File: config.mk
export PLATFORM = sky130hd
export DESIGN_NAME = log2_ctrl_flat
export DESIGN_NICKNAME = d
export VERILOG_FILES = /design/src/rtl/log2_ctrl_pkg.sv /design/src/rtl/log2_ctrl_if.sv /design/src/rtl/log2_ctrl_rr_arb2.sv /design/src/rtl/log2_ctrl.sv /design/src/flat_wrapper.sv
export SDC_FILE = /design/constraint.sdc
export NUM_CORES = 1
export LEC_CHECK = 0
export BUFFER_PORTS_ARGS = -buffer_cell sky130_fd_sc_hd__buf_2
export CAP_MARGIN = 10
export CORE_ASPECT_RATIO = 0.9
export CORE_MARGIN = 2
export CORE_UTILIZATION = 35
export CTS_CLUSTER_DIAMETER = 80
export DETAILED_ROUTE_END_ITERATION = 12
export PLACE_DENSITY = 0.61
export RECOVER_POWER = 100
export SETUP_SLACK_MARGIN = 0.02
export SKIP_CTS_REPAIR_TIMING = 1
export SLEW_MARGIN = 20
export SYNTH_ARGS = -nofsm -noshare
export SYNTH_HDL_FRONTEND = slang
export SYNTH_SLANG_ARGS = --single-unit
File: constraint.sdc
create_clock -name clk -period 4.55 [get_ports clk]
set_input_delay 1.1375 -clock clk [delete_from_list [all_inputs] [get_ports clk]]
set_output_delay 1.1375 -clock clk [all_outputs]
set_load 0.02 [all_outputs]
File: src/rtl/log2_ctrl_pkg.sv
// log2_ctrl_pkg: shared types and constants for the log2 sequencer
package log2_ctrl_pkg;
   typedef enum logic [1:0] {S_IDLE, S_CLEAR, S_RUN, S_RESP} state_e;
   typedef enum logic [1:0] {ERR_OK = 2'b00, ERR_ZERO = 2'b01, ERR_RANGE = 2'b10, ERR_TIMEOUT = 2'b11} err_e;
   localparam int LOG2_RUN_CYCLES = 22;
   localparam int MAX_OPERAND_DEF = 1023;
   localparam int TIMEOUT_DEF     = 31;
endpackage

File: src/rtl/log2_ctrl_if.sv
// log2_ctrl_if: two request ports and the response port of the log2 controller
interface log2_ctrl_if;
   logic        req0_valid;
   logic        req0_ready;
   logic [15:0] req0_operand;
   logic        req1_valid;
   logic        req1_ready;
   logic [15:0] req1_operand;
   logic        rsp_valid;
   logic        rsp_ready;
   logic        rsp_id;
   logic [31:0] rsp_result;
   logic [1:0]  rsp_err;
   modport master (
      output req0_valid, req0_operand, req1_valid, req1_operand, rsp_ready,
      input  req0_ready, req1_ready, rsp_valid, rsp_id, rsp_result, rsp_err
   );
   modport slave (
      input  req0_valid, req0_operand, req1_valid, req1_operand, rsp_ready,
      output req0_ready, req1_ready, rsp_valid, rsp_id, rsp_result, rsp_err
   );
endinterface

File: src/rtl/log2_ctrl_rr_arb2.sv
// rr_arb2: two-way round-robin arbiter; the pointer moves only when a grant is accepted
module rr_arb2 (
   input  logic       clk,
   input  logic       rst,
   input  logic       en,
   input  logic [1:0] req,
   input  logic       accept,
   output logic [1:0] gnt
);
   logic last_q, last_d;
   // grant favours whichever requester did not win last time
   always_comb begin
      gnt[0] = en && req[0] && (!req[1] || last_q);
      gnt[1] = en && req[1] && (!req[0] || !last_q);
      last_d = accept ? gnt[1] : last_q;
   end
   // last-winner register; reset value makes req0 the favoured requester
   always_ff @(posedge clk) begin
      last_q <= !rst ? 1'b1 : last_d;
   end
endmodule

File: src/rtl/log2_ctrl.sv
// log2_ctrl: arbitrates two requesters onto the shared log2 datapath and sequences it
module log2_ctrl
   import log2_ctrl_pkg::*;
#(
   parameter int TIMEOUT     = TIMEOUT_DEF,
   parameter int MAX_OPERAND = MAX_OPERAND_DEF
) (
   input  logic        clk,
   input  logic        rst,
   log2_ctrl_if.slave  bus,
   output logic [15:0] log2_input,
   output logic        log2_rst,
   output logic        log2_start,
   input  logic [31:0] log2_result,
   input  logic        log2_done,
   output logic        busy
);
   localparam int             WDW     = $clog2(TIMEOUT + 1);
   localparam logic [15:0]    MAX_OP  = 16'(MAX_OPERAND);
   localparam logic [WDW-1:0] WD_LAST = WDW'(TIMEOUT - 1);

   state_e         state_q, state_d;
   err_e           err_q, err_d;
   logic [15:0]    input_q, input_d;
   logic [31:0]    result_q, result_d;
   logic           id_q, id_d;
   logic [WDW-1:0] wd_q, wd_d;
   logic [1:0]     gnt;
   logic           accept;
   logic [15:0]    sel_op;
   logic           screen_ok;
   logic           wd_expired;

   rr_arb2 u_arb (
      .clk    (clk),
      .rst    (rst),
      .en     (rst && state_q == S_IDLE),
      .req    ({bus.req1_valid, bus.req0_valid}),
      .accept (accept),
      .gnt    (gnt)
   );

   assign accept     = |gnt;
   assign sel_op     = gnt[1] ? bus.req1_operand : bus.req0_operand;
   assign screen_ok  = sel_op > 16'd1 && sel_op <= MAX_OP;
   assign wd_expired = wd_q == WD_LAST;

   // state, operand, id, result, error and watchdog registers
   always_ff @(posedge clk) begin
      if (!rst) begin
         state_q  <= S_IDLE;
         err_q    <= ERR_OK;
         input_q  <= '0;
         result_q <= '0;
         id_q     <= 1'b0;
         wd_q     <= '0;
      end else begin
         state_q  <= state_d;
         err_q    <= err_d;
         input_q  <= input_d;
         result_q <= result_d;
         id_q     <= id_d;
         wd_q     <= wd_d;
      end
   end

   // next state: screen on accept, one clear cycle, run until done or watchdog, hold response
   always_comb begin
      state_d = state_q;
      case (state_q)
         S_IDLE:  state_d = !accept ? S_IDLE : screen_ok ? S_CLEAR : S_RESP;
         S_CLEAR: state_d = S_RUN;
         S_RUN:   state_d = (log2_done || wd_expired) ? S_RESP : S_RUN;
         S_RESP:  state_d = bus.rsp_ready ? S_IDLE : S_RESP;
         default: state_d = S_IDLE;
      endcase
   end

   // datapath-side register updates; done takes priority over a coincident watchdog expiry
   always_comb begin
      input_d  = accept ? sel_op : input_q;
      id_d     = accept ? gnt[1] : id_q;
      wd_d     = state_q == S_CLEAR ? '0 : state_q == S_RUN ? wd_q + WDW'(1) : wd_q;
      result_d = result_q;
      err_d    = err_q;
      if (accept) begin
         result_d = '0;
         err_d    = sel_op == 16'd0 ? ERR_ZERO : sel_op > MAX_OP ? ERR_RANGE : ERR_OK;
      end else if (state_q == S_RUN && log2_done) begin
         result_d = log2_result;
         err_d    = ERR_OK;
      end else if (state_q == S_RUN && wd_expired) begin
         result_d = '0;
         err_d    = ERR_TIMEOUT;
      end
   end

   // outputs decoded from state; start drops on done so the datapath counter parks at its final value
   always_comb begin
      log2_rst       = state_q == S_CLEAR;
      log2_start     = state_q == S_RUN && !log2_done && !wd_expired;
      busy           = state_q != S_IDLE;
      bus.rsp_valid  = state_q == S_RESP;
      bus.rsp_id     = id_q;
      bus.rsp_result = result_q;
      bus.rsp_err    = err_q;
      bus.req0_ready = gnt[0];
      bus.req1_ready = gnt[1];
      log2_input     = input_q;
   end
endmodule
File: src/flat_wrapper.sv
// flat-port wrapper written by rule: the top's interface ports become plain ports
module log2_ctrl_flat import log2_ctrl_pkg::*;
#(
   parameter int TIMEOUT     = TIMEOUT_DEF,
   parameter int MAX_OPERAND = MAX_OPERAND_DEF
)
  (clk, rst, log2_input, log2_rst, log2_start, log2_result, log2_done, busy, bus_req0_valid, bus_req0_operand, bus_req1_valid, bus_req1_operand, bus_rsp_ready, bus_req0_ready, bus_req1_ready, bus_rsp_valid, bus_rsp_id, bus_rsp_result, bus_rsp_err);
  log2_ctrl_if bus_i ();
  input  logic clk;
  input  logic rst;
  output logic [15:0] log2_input;
  output logic log2_rst;
  output logic log2_start;
  input  logic [31:0] log2_result;
  input  logic log2_done;
  output logic busy;
  input wire logic [$bits(bus_i.req0_valid)-1:0] bus_req0_valid;
  input wire logic [$bits(bus_i.req0_operand)-1:0] bus_req0_operand;
  input wire logic [$bits(bus_i.req1_valid)-1:0] bus_req1_valid;
  input wire logic [$bits(bus_i.req1_operand)-1:0] bus_req1_operand;
  input wire logic [$bits(bus_i.rsp_ready)-1:0] bus_rsp_ready;
  output wire logic [$bits(bus_i.req0_ready)-1:0] bus_req0_ready;
  output wire logic [$bits(bus_i.req1_ready)-1:0] bus_req1_ready;
  output wire logic [$bits(bus_i.rsp_valid)-1:0] bus_rsp_valid;
  output wire logic [$bits(bus_i.rsp_id)-1:0] bus_rsp_id;
  output wire logic [$bits(bus_i.rsp_result)-1:0] bus_rsp_result;
  output wire logic [$bits(bus_i.rsp_err)-1:0] bus_rsp_err;
  assign bus_i.req0_valid = bus_req0_valid;
  assign bus_i.req0_operand = bus_req0_operand;
  assign bus_i.req1_valid = bus_req1_valid;
  assign bus_i.req1_operand = bus_req1_operand;
  assign bus_i.rsp_ready = bus_rsp_ready;
  assign bus_req0_ready = bus_i.req0_ready;
  assign bus_req1_ready = bus_i.req1_ready;
  assign bus_rsp_valid = bus_i.rsp_valid;
  assign bus_rsp_id = bus_i.rsp_id;
  assign bus_rsp_result = bus_i.rsp_result;
  assign bus_rsp_err = bus_i.rsp_err;
  log2_ctrl #(.TIMEOUT(TIMEOUT), .MAX_OPERAND(MAX_OPERAND)) u_core (.clk(clk), .rst(rst), .bus(bus_i), .log2_input(log2_input), .log2_rst(log2_rst), .log2_start(log2_start), .log2_result(log2_result), .log2_done(log2_done), .busy(busy));
endmodule
# After elaboration in Yosys (flattened, before gate mapping)
# Cells that the tools add are included.
[word_totals]
ff_bits = 59
input_bits = 70
output_inout_bits = 57
[op_classes]
addsub = 1
n_lt_le_gt_ge = 3
n_eq_ne = 4
muxes = 13
bitwise_logic = 1
n_reduce_logical = 26
[op_table]
columns = ["op", "count"]
rows = [
  ["32-bit two-way mux", 2],
  ["16-bit by 1-bit greater-than comparator with 1-bit output, second input constant", 1],
  ["16-bit by 10-bit greater-than comparator with 1-bit output, second input constant", 1],
  ["16-bit by 10-bit <= comparator with 1-bit output, second input constant", 1],
  ["16-bit zero test", 1],
  ["16-bit two-way mux", 1],
  ["2-bit two-way mux", 8],
  ["1-bit logical AND", 10],
  ["2-bit case mux with 4 select lines", 1],
  ["5-bit by 1-bit adder with 5-bit output, second input constant", 1],
  ["5-bit == test, second input constant", 1],
  ["1-bit zero test", 5],
  ["2-bit == test, second input constant", 2],
  ["2-bit nonzero test", 2],
  ["2-bit OR reduction", 2],
  ["1-bit logical OR", 3],
  ["3-bit nonzero test", 1],
  ["3-bit OR reduction", 1],
  ["2-bit by 1-bit == test with 1-bit output, second input constant", 1],
  ["2-bit zero test", 1],
  ["1-bit two-way mux", 1],
  ["1-bit inverter", 1],
]

# Longest topological paths before layout
# Gate-level depths: netlist of the first run.
[depth]
depth_word = 10
ltp_mapped = 7

# Cells and area by module
# A second synthesis of the first run with hierarchy kept.
[unflattened]
cells_unflattened = 289
area_unflattened_um2 = 2498.6
[modules_own_cells]
columns = ["module", "n_inst", "cells_per_inst", "area_each_um2"]
rows = [
  ["log2_ctrl", 1, 279, 2423.6],
  ["rr_arb2", 1, 10, 75.1],
]

# Worst setup path before layout of the first run
# No wires, ideal clock.
[synth_timing]
kind = "input -> output"
from = "in log2_done"
to = "out log2_start"
arrival_ps = 1867
required_ps = 3413
setup_slack_ps = 1546
cell_stages = 2
n_path_buf = 0
cell_sequence = "a41o_1 > nor3b_1"
[synth_via]
elab_chain_cells = 3
[synth_lines]
columns = ["element", "line", "source"]
rows = [
  ["start: declaration", "flat_wrapper.sv:15", "input logic log2_done;"],
  ["1-bit zero test", "log2_ctrl.sv:101", "log2_start = state_q == S_RUN && !log2_done && !wd_expired;"],
  ["1-bit logical AND (2 in a row)", "log2_ctrl.sv:101", ""],
  ["end: declaration", "flat_wrapper.sv:13", "output logic log2_start;"],
]
# No other way between the ends.

# Worst setup path in the final report of the first run
[layout_timing]
from = "in rst"
to = "out bus_req1_ready"
[layout_via]
elab_chain_cells = 3
[layout_lines]
columns = ["element", "line", "source"]
rows = [
  ["start: declaration", "flat_wrapper.sv:10", "input logic rst;"],
  ["1-bit logical AND", "log2_ctrl.sv:37", ".en (rst && state_q == S_IDLE),"],
  ["1-bit logical AND (2 in a row)", "log2_ctrl_rr_arb2.sv:14", "gnt[1] = en && req[1] && (!req[0] || !last_q);"],
  ["end: declaration", "flat_wrapper.sv:23", "output wire logic [$bits(bus_i.req1_ready)-1:0] bus_req1_ready;"],
]
# No other way between the ends.

==> results of run 1 <==
power groups by stage:
stage                     Sequential [mW]  Clock (mW)  Combinational, mW
final                               0.629       0.576              0.386
after CTS                           0.629       0.593              0.408
after detailed placement            0.640           0              0.407
after global routing                0.638       0.618              0.424
after global placement              0.639           0              0.402
after floorplan                     0.707           0              0.207
metrics by stage:
step                      utilization  power (mW)  setup WS (ns)  hold slack (ns)
final                           0.477        1.59          0.740            0.460
after global placement          0.454        1.04          0.989            0.447
after CTS                       0.489        1.63          0.960            0.461
after floorplan                     -       0.914           1.55            0.461
after detailed placement        0.455        1.05          0.955            0.451
after global routing            0.477        1.68          0.555            0.512
worst paths after layout:
kind,from,to,slack [ns],depth (start not counted)
worst min-delay path,u_core.bus.rsp_id$_SDFFE_PN0N_,u_core.bus.rsp_id$_SDFFE_PN0N_,0.46,2
worst min register to register,u_core.bus.rsp_id$_SDFFE_PN0N_,u_core.bus.rsp_id$_SDFFE_PN0N_,0.46,2
worst max register to register,u_core.state_q[1]$_SDFF_PN0_,u_core.bus.rsp_result[12]$_SDFFE_PP0P_,1.97,5
worst max-delay path,rst,bus_req1_ready,0.74,6
registers in the layout, indices dropped and copies added, names as in the netlist:
name,count
u_core.bus.rsp_id,1
u_core.log2_input,16
u_core.state_q,2
u_core.u_arb.last_q,1
u_core.bus.rsp_result,32
u_core.wd_q,5
u_core.bus.rsp_err,2
cells in the final DEF, fill, tap and decap left out, drive strengths merged, types with 5 or more instances in the layout:
cell	netlist	layout
buf	14	73
clkbuf	4	67
dfxtp	59	59
nor2	56	56
a22oi	33	33
and2	17	17
mux2i	16	16
a21oi	15	15
nand2	9	9
inv	5	5
kinds of logic (layout without fill, tap and decap cells):
kind of cell / count (synthesis) / in the layout
simple gates: 106 / 106
flops: 59 / 59
buf+inv: 23 / 150
mux: 16 / 16
fa+ha+maj: 2 / 2
xor+xnor: 4 / 4
compound gates: 64 / 64
area by class of cell:
type	instances	area [um2]	area share
Tap cell	93	116	0.0348
Clock inverter	5	100	0.0299
Multi-Input combinational cell	192	1200	0.360
Clock buffer	11	141	0.0423
Timing Repair Buffer	129	581	0.174
Sequential cell	59	1180	0.353
Inverter	5	18.8	0.00561
cell usage after synthesis (2+ instances only):
cell / n / area (um2)
xor2_1: 3 / 26.3
clkbuf_1: 4 / 15.0
mux2i_1: 16 / 160
buf_2: 8 / 40.0
and2_1: 17 / 106
ha_1: 2 / 25.0
dfxtp_1: 59 / 1180
o21ai_0: 2 / 10.0
or3_1: 2 / 12.5
a31oi_1: 3 / 18.8
nor4_1: 2 / 12.5
a21oi_1: 15 / 75.1
buf_4: 5 / 37.5
nand2_1: 8 / 30.0
nor2_1: 56 / 210
o21a_1: 2 / 15.0
nand3_1: 2 / 10.0
nand4_1: 4 / 25.0
o211ai_1: 3 / 22.5
nand2b_1: 4 / 25.0
nor2b_1: 2 / 12.5
inv_1: 5 / 18.8
a22oi_1: 33 / 248
worst max-delay path, cell delays in order:
cell	delay [ns]
buf_2	0.33
nor3b_1	0.45
nand2_2	0.07
buf_4	0.24
inv_1	0.18
clkbuf_1	0.25
layer usage:
metal | track usage | vias to the layer above | routed length, um
met5 | 0 | - | 0
met4 | 0.0602 | 0 | 70
met3 | 0.0682 | 7 | 556
met2 | 0.254 | 79 | 2900
met1 | 0.203 | 1083 | 2840
li1 | - | 1214 | -
==> results.toml, run 1 <==
[status]
status = "finished, final reports clean"

[sta]
fin_crit_sh = 0.837
fin_skew_ns = 0.00803
finalCriticalPeriod_ns = 3.81
max_slew_margin = 0.0662
max_freq_mhz = 263
hold_viol_final = 0
finalSetupViolCount = 0
worstMarginPinSlew_ns = 1.40
rsz0062_at_grt = "false"
final.setup.tns_ns = 0
slew_violations = 0

[power]
p_sw_frac = 0.308
p_leak_nw = 1.47
seq_power_share = 0.395
peakVddDrop_v = 0.000204
p_int_mw = 1.10
clkPwrFrac = 0.362
p_comb_frac = 0.242
netSwitchingPower_mw = 0.490
powerDensity_nw_per_um2 = 476

[synth]
async_flop_share = 0
postSynthAreaPerCell_um2 = 9.16
synth_xor_xnor_area_share = 0.0140
yosys.area_share.adder = 0.00998
synth_seq_area_share = 0.471
mappedNetlistArea_um2 = 2510
synth_top_family_by_area = "simple AND/OR/NAND/NOR gates"
synth_edf_count = 0
yosys.area_share.simple = 0.217
synth_compound_area_frac = 0.179
synth_cell_types = 40
syn_nets = 346
muxShareOfSynthArea = 0.0638
synth-main-ff-cell = "dfxtp_1"
synth_seq_cells = 59
yosysWarnings = 0
syn_inst = 274

[routing]
detail-route-antenna-nets = 0
num_vias = 2383
route.detailed.drc = 0
drt_iter0_drc = 108
wirelength_um = 6370
vias_per_cell = 4.82
dr.pass1.iters = 4
drt-wirelength-per-cell_um = 12.9

[floorplanning]
core_um2 = 7000
io-pin-count = 127
die_y_um = 84.3
row_count = 29
die_x_um = 93.2
initial_core_util = 0.358
die-area_um2 = 7860

[clocking]
h-tree-depth = 3
cts_buffer_depth = 2
path_clk_slew_ns = 0.07
worstSkewPairLatency_ns = 0.33
cts_tree = "yes"
clock-root-buffer = "clkbuf_8"
cts_sinks = 59
numCtsBuffers = 9

[global_routing]
grt_pass1_wl_um = 10300
grt_pass1_vias = 2292
grt_overflow = 0
grtUsageTotal = 0.164
antenna_found_initial = 0
grt_max_degree = 36

[layout]
final_layout_size_suffix_gt1_frac = 0.237
antenna_cells = 0
final_cells = 494
syn_to_final_growth_pct = 33.3
final_nets = 468
fillers = 724
fin_area_um2 = 3340

[placed_design]
dp_hpwl_um = 4590
io_buffers = 126
place_inst = 478
placed_area_um2 = 3180
gp_congestion = 0.726

[hold_path]
hold_path_class = "reg2reg"

[critical_path]
worstPathArrival_ns = 2.67
path_class = "in2out"
worstPathMaxFanout = 35
endpoint_kind = "output pin"
cp.required_ns = 3.41
worst_setup_path_start_kind = "input pin"

[job]
maxCapViolCount = 0
(Power assumes the default switching activity.)
==> run 2: changes to the inputs <==
==> constraint.sdc (replaced) <==
create_clock -name clk -period 3.6 [get_ports clk]
set_input_delay 0.9 -clock clk [delete_from_list [all_inputs] [get_ports clk]]
set_output_delay 0.9 -clock clk [all_outputs]
set_load 0.02 [all_outputs]
==> run 2 against run 1 <==
Against the previous run:
- worst hold slack better by 0.020 ns
- critical endpoint unchanged
- register-to-register slack worse by 0.48 ns
- sequential share of layout area up 0.093 points
- highest routed layer unchanged
- setup slack worse by 0.24 ns
- cell area down 0.26%
- non-clock buffer count up 2
==> results.toml, run 2 (synthesis results as in run 1) <==
[status]
status = "finished, final reports clean"

[critical_path]
worstPathMaxFanout = 24
worstPathArrival_ns = 2.20
crit_chain = "buf_2 -> nor3b_1 -> nand2_2 -> inv_1 -> clkbuf_1"
path_class = "in2out"
cp.required_ns = 2.70
worst_setup_path_start_kind = "input pin"
crit_slowest_cell = "nor3b_1"
endpoint_kind = "output pin"
worst_path_largest_cell_delay_ns = 0.46

[job]
maxCapViolCount = 0

[routing]
drt_iter0_drc = 83
detail-route-antenna-nets = 0
route.detailed.drc = 0
drt-wirelength-per-cell_um = 12.6
vias_per_cell = 4.82
dr_wl_met3_um = 502
num_vias = 2392
wirelength_um = 6250
dr.pass1.iters = 6
wl_met2_um = 2940
drt-met1-wl_um = 2740
top_layer = "met4"

[layout]
fillers = 728
layout_common_cells = "buf_2 (70), dfxtp_1 (59), clkbuf_1 (57)"
final_cells = 496
seq_area_um2 = 1180
layout_commonest_cell = "buf_2"
multiInputGateArea_um2 = 1200
syn_to_final_growth_pct = 32.9
largest_reg_flops = 32
fin_area_um2 = 3330
antenna_cells = 0
final_nets = 470
final_layout_size_suffix_gt1_frac = 0.236

[floorplanning]
row_count = 29
die_y_um = 84.3
die-area_um2 = 7860
die_x_um = 93.2
initial_core_util = 0.358
core_um2 = 7000
io-pin-count = 127

[power]
p_leak_nw = 1.45
netSwitchingPower_mw = 0.647
powerDensity_nw_per_um2 = 587
clkPwrFrac = 0.345
p_sw_frac = 0.331
peakVddDrop_v = 0.000253
seq_power_share = 0.405
p_comb_frac = 0.250
p_int_mw = 1.31

[global_routing]
grt_pass1_wl_um = 10100
grt_max_degree = 35
grt_pass1_vias = 2249
grt_overflow = 0
grtUsageTotal = 0.162
antenna_found_initial = 0

[sta]
finalCriticalPeriod_ns = 3.10
fin_skew_ns = 0.00676
fin_crit_sh = 0.861
finalSetupViolCount = 0
final.setup.tns_ns = 0
hold_viol_final = 0
worstMarginPinSlew_ns = 1.31
max_slew_margin = 0.125
slew_violations = 0
max_freq_mhz = 323
rsz0062_at_grt = "false"

[clocking]
cts_tree = "yes"
worstSkewPairLatency_ns = 0.34
h-tree-depth = 3
cts_sinks = 59
numCtsBuffers = 9
path_clk_slew_ns = 0.07
clock-root-buffer = "clkbuf_8"
cts_buffer_depth = 2

[placed_design]
gp_congestion = 0.734
placed_area_um2 = 3200
dp_hpwl_um = 4530
io_buffers = 126
place_inst = 480

[hold_path]
hold_path_class = "reg2reg"
-- run 2: critical path, delay by kind of cell --
| kind | cells | cell delay, ns |
|---|---|---|
| buf+inv | 3 | 0.74 |
| simple gates | 2 | 0.55 |
-- run 2: power groups by stage --
stage / Combinational (mW) / Sequential (mW) / Clock, mW
after floorplan: 0.262 / 0.893 / 0
after global placement: 0.513 / 0.804 / 0
after detailed placement: 0.519 / 0.806 / 0
after CTS: 0.519 / 0.792 / 0.698
after global routing: 0.541 / 0.802 / 0.733
final: 0.489 / 0.792 / 0.676
-- run 2: worst paths after layout --
kind,startpoint,depth (start not counted),slack [ns],endpoint
worst min-delay path,u_core.bus.rsp_id$_SDFFE_PN0N_,2,0.48,u_core.bus.rsp_id$_SDFFE_PN0N_
worst max-delay path,rst,5,0.50,bus_req1_ready
worst max register to register,u_core.state_q[1]$_SDFF_PN0_,5,1.49,u_core.bus.rsp_err[0]$_SDFFE_PN0P_
worst min register to register,u_core.bus.rsp_id$_SDFFE_PN0N_,2,0.48,u_core.bus.rsp_id$_SDFFE_PN0N_
-- run 2: cell type report --
cell class	instances	share of cell area
clock buffers	9	0.0371
clock inverters	7	0.0304
inverters	5	0.00563
multi-input cells	192	0.360
flip-flops and latches	59	0.354
well taps	93	0.0349
repair buffers	131	0.177
-- run 2: through the flow --
stage	util	total power, mW	hold slack [ns]	setup WS (ns)
finish	0.476	1.96	0.480	0.499
detailed placement	0.456	1.32	0.462	0.735
CTS	0.489	2.01	0.485	0.735
global placement	0.456	1.32	0.454	0.779
floorplan	-	1.16	0.461	1.07
global route	0.476	2.08	0.494	0.358
-- run 2: per-layer routing --
layer	GRT usage	vias to the layer above
li1	-	1220
met1	0.188	1082
met2	0.265	84
met3	0.0763	6
met4	0.0521	0
met5	0	-
